$ cat src/rtl/imm_exec_sequencer.sv
// imm_exec_sequencer: fetch/decode/execute/writeback control FSM for the register-immediate
// and register-register ALU path, trapping on unsupported opcodes or illegal ALU decodes.
module imm_exec_sequencer #(
    parameter logic [31:0] RESET_PC     = 32'h0000_0000,
    parameter logic [4:0]  ALU_NOP_CODE = 5'h00
) (
    input  logic        clk,
    input  logic        rst_n,
    input  logic        start,
    output logic        imem_req,
    output logic [31:0] imem_addr,
    input  logic        imem_ack,
    input  logic [31:0] imem_rdata,
    output logic [31:0] instr_q,
    input  logic [4:0]  alu_control,
    output logic        alu_en,
    output logic        alu_src_imm,
    output logic        res_capture,
    output logic        rf_we,
    output logic [31:0] pc,
    output logic        retired,
    output logic        trap,
    output logic        busy
);
    typedef enum logic [2:0] {IDLE, FETCH, DECODE, EXEC, WB, HALT} state_t;

    state_t state;
    logic   legal;

    assign imem_addr = pc;
    assign legal = (instr_q[6:0] == 7'h13 || instr_q[6:0] == 7'h33) && alu_control != ALU_NOP_CODE;

    always_ff @(posedge clk or negedge rst_n) begin
        if (!rst_n) begin
            state       <= IDLE;
            pc          <= RESET_PC;
            instr_q     <= '0;
            imem_req    <= 1'b0;
            alu_en      <= 1'b0;
            alu_src_imm <= 1'b0;
            res_capture <= 1'b0;
            rf_we       <= 1'b0;
            retired     <= 1'b0;
            trap        <= 1'b0;
            busy        <= 1'b0;
        end else begin
            alu_en      <= 1'b0;
            res_capture <= 1'b0;
            rf_we       <= 1'b0;
            retired     <= 1'b0;
            case (state)
                IDLE: if (start) begin
                    state    <= FETCH;
                    imem_req <= 1'b1;
                    busy     <= 1'b1;
                end
                FETCH: if (imem_ack) begin
                    instr_q  <= imem_rdata;
                    imem_req <= 1'b0;
                    state    <= DECODE;
                end
                DECODE: if (legal) begin
                    state       <= EXEC;
                    alu_en      <= 1'b1;
                    res_capture <= 1'b1;
                    alu_src_imm <= instr_q[6:0] == 7'h13;
                end else begin
                    state <= HALT;
                    trap  <= 1'b1;
                    busy  <= 1'b0;
                end
                EXEC: begin
                    state   <= WB;
                    rf_we   <= instr_q[11:7] != 5'd0;
                    retired <= 1'b1;
                end
                WB: begin
                    pc       <= pc + 32'd4;
                    state    <= start ? FETCH : IDLE;
                    imem_req <= start;
                    busy     <= start;
                end
                HALT: if (start) begin
                    // resume past the faulting instruction
                    trap     <= 1'b0;
                    pc       <= pc + 32'd4;
                    state    <= FETCH;
                    imem_req <= 1'b1;
                    busy     <= 1'b1;
                end
                default: state <= IDLE;
            endcase
        end
    end
endmodule

$ cat config.mk
export PLATFORM = sky130hd
export DESIGN_NAME = imm_exec_sequencer
export DESIGN_NICKNAME = d
export VERILOG_FILES = /design/src/rtl/imm_exec_sequencer.sv
export SDC_FILE = /design/constraint.sdc
export NUM_CORES = 1
export LEC_CHECK = 0
export CAP_MARGIN = 20
export CORE_MARGIN = 2
export CORE_UTILIZATION = 42
export DETAILED_ROUTE_END_ITERATION = 8
export PLACE_DENSITY_LB_ADDON = 0.2
export SYNTH_ARGS = -nofsm -noshare
export SYNTH_HDL_FRONTEND = slang
export SYNTH_SLANG_ARGS = --single-unit
$ cat constraint.sdc
create_clock -name clk -period 2.05 [get_ports clk]
set_input_delay 0.41 -clock clk [delete_from_list [all_inputs] [get_ports clk]]
set_output_delay 0.41 -clock clk [all_outputs]
set_load 0.05 [all_outputs]
==> results of run 1 <==
cell families (layout without fill, tap and decap cells):
kind of cell | Yosys count | in the layout | share of synthesized area (%)
muxes | 34 | 34 | 11.4
AOI/OAI and AO/OA | 11 | 11 | 2.14
adders and majority gates | 1 | 1 | 0.375
xor gates and xnor gates | 29 | 29 | 7.83
DFF | 72 | 72 | 54.0
buffers and inverters | 46 | 170 | 9.44
other | 1 | 4 | 0.112
and+or+nand+nor | 81 | 81 | 14.7
cell usage in the layout, fill, tap and decap left out, types with 2 or more instances in the layout:
cell | synthesis | routed
buf_4 | 35 | 18
inv_1 | 7 | 7
dfrtp_1 | 72 | 72
mux2_2 | 33 | 33
dlygate4sd2_1 | 0 | 9
and4_1 | 2 | 2
clkdlybuf4s50_1 | 0 | 101
conb_1 | 1 | 4
nor3_1 | 6 | 6
nor2_1 | 14 | 14
nand2b_1 | 2 | 2
bufinv_16 | 0 | 3
nand3_1 | 8 | 8
nand4_1 | 8 | 8
and3_1 | 3 | 3
nand2_1 | 17 | 17
clkbuf_8 | 0 | 10
xor2_1 | 15 | 15
dlymetal6s2s_1 | 0 | 18
xnor2_1 | 13 | 13
o32a_1 | 2 | 2
nor3_2 | 2 | 2
a21oi_1 | 2 | 2
o21ai_0 | 5 | 5
and2_1 | 2 | 2
nor2b_1 | 2 | 2
power groups by stage:
stage / logic, mW / registers, mW / clock network [mW]
final: 3.56 / 2.23 / 1.38
after floorplan: 1.05 / 3.65 / 0
after CTS: 3.60 / 2.24 / 1.41
after global routing: 3.71 / 2.30 / 1.47
after detailed placement: 3.61 / 2.26 / 0
after global placement: 3.58 / 2.24 / 0
cell type report:
type,instances,area (um2),share of cell area [%]
Inverter,7,26.3,0.535
Sequential cell,72,1800,36.7
Tap cell,102,128,2.60
Clock buffer,10,138,2.80
Multi-Input combinational cell,160,1230,25.1
Clock inverter,6,115,2.34
Timing Repair Buffer,147,1470,29.9
stage by stage:
stage	cell area (um2)	instances	hold slack (ps)	power [mW]	utilization, %
floorplan	3350	278	114	4.70	-
global placement	4630	488	395	5.82	59.9
detailed placement	4630	488	390	5.88	59.9
CTS	4870	504	17.0	7.25	63.0
global route	4910	504	31.9	7.49	63.6
finish	4910	504	9.08	7.17	63.6
final timing paths:
path,start,endpoint,cells past startpoint
worst max-delay path,imem_addr[11],imem_addr[11],1
worst min-delay path,rst_n,instr_q[3],1
worst max register to register,instr_q[3],alu_src_imm,4
worst min register to register,instr_q[5],alu_src_imm,1
max in group asynchronous,rst_n,rf_we,2
min in group clk,instr_q[5],alu_src_imm,1
what timing repair did:
item / CTS / global route
hold endpoints to repair: 0 / 0
pin swaps: 0 / 0
resized for setup: 9 / 18
endpoints found under the setup margin: 10 / 19
flip-flops by register name, summed over array words and instances, names as in the netlist:
signal and count:
retired 1, rf_we 1, trap 1, busy 1, imem_addr 30, res_capture 1
alu_src_imm 1, state 3, instr_q 32, imem_req 1
layer usage:
layer / routed length [um] / vias up / global-route usage [%]
li1: - / 1144 / -
met1: 2980 / 1163 / 20.0
met2: 3300 / 79 / 26.0
met3: 536 / 5 / 5.32
met4: 70 / 0 / 6.37
met5: 0 / - / 0
==> flow_summary.toml, run 1 <==
[run_status]
status = "complete, no violations"

[power_and_ir_drop]
swShare_pct = 44.0
p_int_mw = 4.02
combPwrFrac_pct = 49.6
clkPwrFrac_pct = 19.3
power_density_mw_per_mm2 = 1460
p_switching_mw = 3.15
power_frac_seq_pct = 31.1
p_leak_nw = 2.45
ir_drop_mv = 1.15

[worst_setup_path]
slowest_stage = "clkdlybuf4s50_1"
crit_path_start_kind = "flip-flop"
worstPathRequired_ps = 1640
path_max_fanout = 5
cpPeakStageDelay_ps = 830
worstSetupPathType = "flip-flop to output pin"
cp_top_family = "buffers and inverters"
arrival_ps = 1590
path_buf_inv = 1
r2r_slack_ps = 350
path_cells = "clkdlybuf4s50_1"
crit_path_end_kind = "output pin"

[synth]
yosysMostFrequentCell = "dfrtp_1"
synth_common_cells = "dfrtp_1, buf_4, mux2_2, nand2_1, xor2_1"
synth-edff-count = 0
synth_cell_types = 43
synthTopCellsByArea = "dfrtp_1, mux2_2, buf_4, xor2_1, xnor2_1"
synth.top_cell.area_share_pct = 54.0
netlist_instances = 275
ys.flop_type = "dfrtp_1"
syn_avg_cell_area_um2 = 12.1
synthArstFlopShare_pct = 100
synth-seq-cells = 72
ys_seq_area_share_pct = 54.0
synthesis.area_mm2 = 0.00334
yosysWarnings = 0
synth_top_area_cell = "dfrtp_1"

[timing]
fin_tns_setup_ps = 0
slew_viol_final = 0
fin_crit_sh_pct = 97.4
rsz0062_at_grt = "false"
finClkSkew_ps = 6.67
hold_viol = 0
relSlewSlack_pct = 64.9
tightest_slew_ps = 525
max_freq_ghz = 0.501
fin_ws_ps = 52.5
setup_viol = 0
period_needed_ps = 2000

[global_routing]
grt_first_pass_wirelength_um = 11000
grt_max_degree = 40
grt.overflow.total = 0
antenna_found_initial = 0
grt_pass1_vias = 2359
grtUsageTotal_pct = 16.1

[layout]
drive_gt1_share_pct = 20.4
nFillCells = 647
syn2layout_area_growth_pct = 47.1
fin_nets = 439
antenna_cells = 0

[clock_tree]
clkSlewWorstSetupHoldPaths_ps = 80
root_buffer = "clkbuf_8"
clkSinkCount = 72
cts_max_level = 3
insertion_delay_ps = 330
cts_inserted_buffers = 9
clk_path_buf_depth = 2
cts_setup_buffers = 0
cts_hold_buf = 0
cts_tree = "done"

[detailed_routing]
postRouteAntennaNets = 0
wire_per_inst_um = 13.7
num_vias = 2391
viasPerCell = 4.74
first_pass_iters = 4
drc = 0
drt-initial-drc-count = 78
wirelength_um = 6890

[die]
dieArea_mm2 = 0.00868
rows = 32
core_mm2 = 0.00773
die_h_um = 93.2
ios = 145
die-width_um = 93.2
initial_core_util_pct = 43.2

[min_path]
hold_path.class = "input pin to asynchronous set/reset pin"

[placed_design]
dp_slack_ps = 82.1
gp_congestion = 0.810
dp_hpwl_um = 5220
port_buffers = 140

[job]
cap_violations = 0
Note: power is estimated with default switching activity, not from simulation.
==> run 2, diff against run 1 <==
CAP_MARGIN = unset   (was 20)
==> results of run 2 <==
The final DEF is identical to that of run 1; final timing and power are the same.
==> run 3, diff against run 2 <==
GPL_TIMING_DRIVEN = 1   (was unset)
PLACE_DENSITY = 0.88   (was unset)
PLACE_DENSITY_LB_ADDON = unset   (was 0.2)
==> run 3 against run 2 <==
- sequential share of layout area grew 0.056 points
- register-to-register slack better by 20 ps
- die area stayed put
==> flow_summary.toml, run 3 (synthesis gave the netlist of run 1 again) <==
[run_status]
status = "complete, no violations"

[worst_setup_path]
slowest_stage = "clkdlybuf4s50_1"
cp_top_family = "buffers and inverters"
r2r_slack_ps = 370
arrival_ps = 1580
cpPeakStageDelay_ps = 830
path_cells = "clkdlybuf4s50_1"
crit_path_start_kind = "flip-flop"
path_buf_inv = 1
crit_path_end_kind = "output pin"
worstPathRequired_ps = 1640
path_max_fanout = 4
worstSetupPathType = "flip-flop to output pin"

[global_routing]
use_met1_pct = 21.0
grt-busiest-layer = "met2"
grt.overflow.total = 0
grt_use_met3_pct = 5.72
grtUsageTotal_pct = 17.6
grt_pass1_vias = 2503
use_met2_pct = 29.3
antenna_found_initial = 0
grt_max_degree = 41
grt_first_pass_wirelength_um = 11900

[layout]
fin_nets = 438
antenna_cells = 0
syn2layout_area_growth_pct = 46.9
top_register = "instr_q"
largest_reg_flops = 32
instances_no_fill = 503
layout_common_cells = "clkdlybuf4s50_1, dfrtp_1, mux2_2"
final_common_cell = "clkdlybuf4s50_1"
fin_area_mm2 = 0.00490
drive_gt1_share_pct = 19.5

[clock_tree]
cts_hold_buf = 0
insertion_delay_ps = 330
root_buffer = "clkbuf_8"
cts_max_level = 3
clk_path_buf_depth = 2
clkSinkCount = 72
clkSlewWorstSetupHoldPaths_ps = 70
cts_inserted_buffers = 9
cts_tree = "done"

[detailed_routing]
drt-initial-drc-count = 58
wirelength_um = 7330
postRouteAntennaNets = 0
drc = 0
first_pass_iters = 4
num_vias = 2424
wire_per_inst_um = 14.6
viasPerCell = 4.82

[placed_design]
dp_cells = 487
port_buffers = 140
place_area_mm2 = 0.00464
dp_hpwl_um = 5440
gp_congestion = 0.841

[power_and_ir_drop]
ir_drop_mv = 1.10
p_int_mw = 3.89
p_switching_mw = 3.16
swShare_pct = 44.8
combPwrFrac_pct = 50.7
clkPwrFrac_pct = 17.5
p_leak_nw = 2.55
power_frac_seq_pct = 31.9
power_density_mw_per_mm2 = 1440

[timing]
period_needed_ps = 1990
finClkSkew_ps = 6.46
fin_crit_sh_pct = 96.9
tightest_slew_ps = 541
fin_tns_setup_ps = 0
max_freq_ghz = 0.503
slew_viol_final = 0
rsz0062_at_grt = "false"
relSlewSlack_pct = 63.8
setup_viol = 0
hold_viol = 0

[die]
dieArea_mm2 = 0.00868
core_mm2 = 0.00773
initial_core_util_pct = 43.2
ios = 145
die_h_um = 93.2
die-width_um = 93.2
rows = 32

[min_path]
hold_path.class = "input pin to asynchronous set/reset pin"

[job]
cap_violations = 0
## run 3: changes by cell type in the layout (fill, tap and decap cells not counted)
cell	change
clkinvlp_4	+1
dlygate4sd2_1	-1
clkdlybuf4s50_1	-2
inv_6	-1
bufinv_16	-1
clkinv_2	+1
dlymetal6s2s_1	+5
clkinv_4	-1
buf_12	+1
buf_4	-4
clkbuf_1	+1
## run 3: layout make-up
type / instances / area [um2]
Clock buffer: 11 / 141
Tap cell: 102 / 128
Inverter: 7 / 26.3
Timing Repair Buffer: 146 / 1490
Clock inverter: 5 / 80.1
Sequential cell: 72 / 1800
Fill cell: 598 / 2820
Multi-Input combinational cell: 160 / 1230
## run 3: per-stage QoR
stage / worst slack (ps) / hold slack, ps / utilization [%] / power, mW
5_1_grt: 0.393 / 86.0 / 63.5 / 7.38
6_report: 62.8 / 60.2 / 63.5 / 7.05
4_1_cts: 3.14 / 64.6 / 62.7 / 7.12
3_5_place_dp: -5.79 / 431 / 60.0 / 5.89
2_1_floorplan: 243 / 114 / - / 4.70
3_3_place_gp: 69.0 / 427 / 60.0 / 5.82
## run 3: final timing paths
check,start,cells after the start,endpoint
worst min-delay path,rst_n,1,imem_addr[22]
worst max-delay path,imem_addr[13],1,imem_addr[13]
max in group asynchronous,rst_n,2,instr_q[0]
worst min register to register,imem_addr[31],1,imem_addr[31]
worst max register to register,state[0],5,imem_addr[24]
min in group clk,imem_addr[31],1,imem_addr[31]
## run 3: metal layers
layer | wire (um) | vias up
met5 | 0 | -
met4 | 115 | 0
met3 | 599 | 12
met2 | 3590 | 104
met1 | 3030 | 1172
li1 | - | 1136
## run 3: repair_timing
item,CTS,global route
buffers inserted,0,0
gates resized for setup,8,23
endpoints found under the setup margin,8,24
## run 3: power groups by stage
stage               Sequential [mW]  Combinational (mW)  Clock [mW]
floorplan                      3.65                1.05           0
global placement               2.24                3.58           0
detailed placement             2.27                3.62           0
CTS                            2.25                3.60        1.27
global route                   2.31                3.73        1.33
finish                         2.25                3.57        1.23
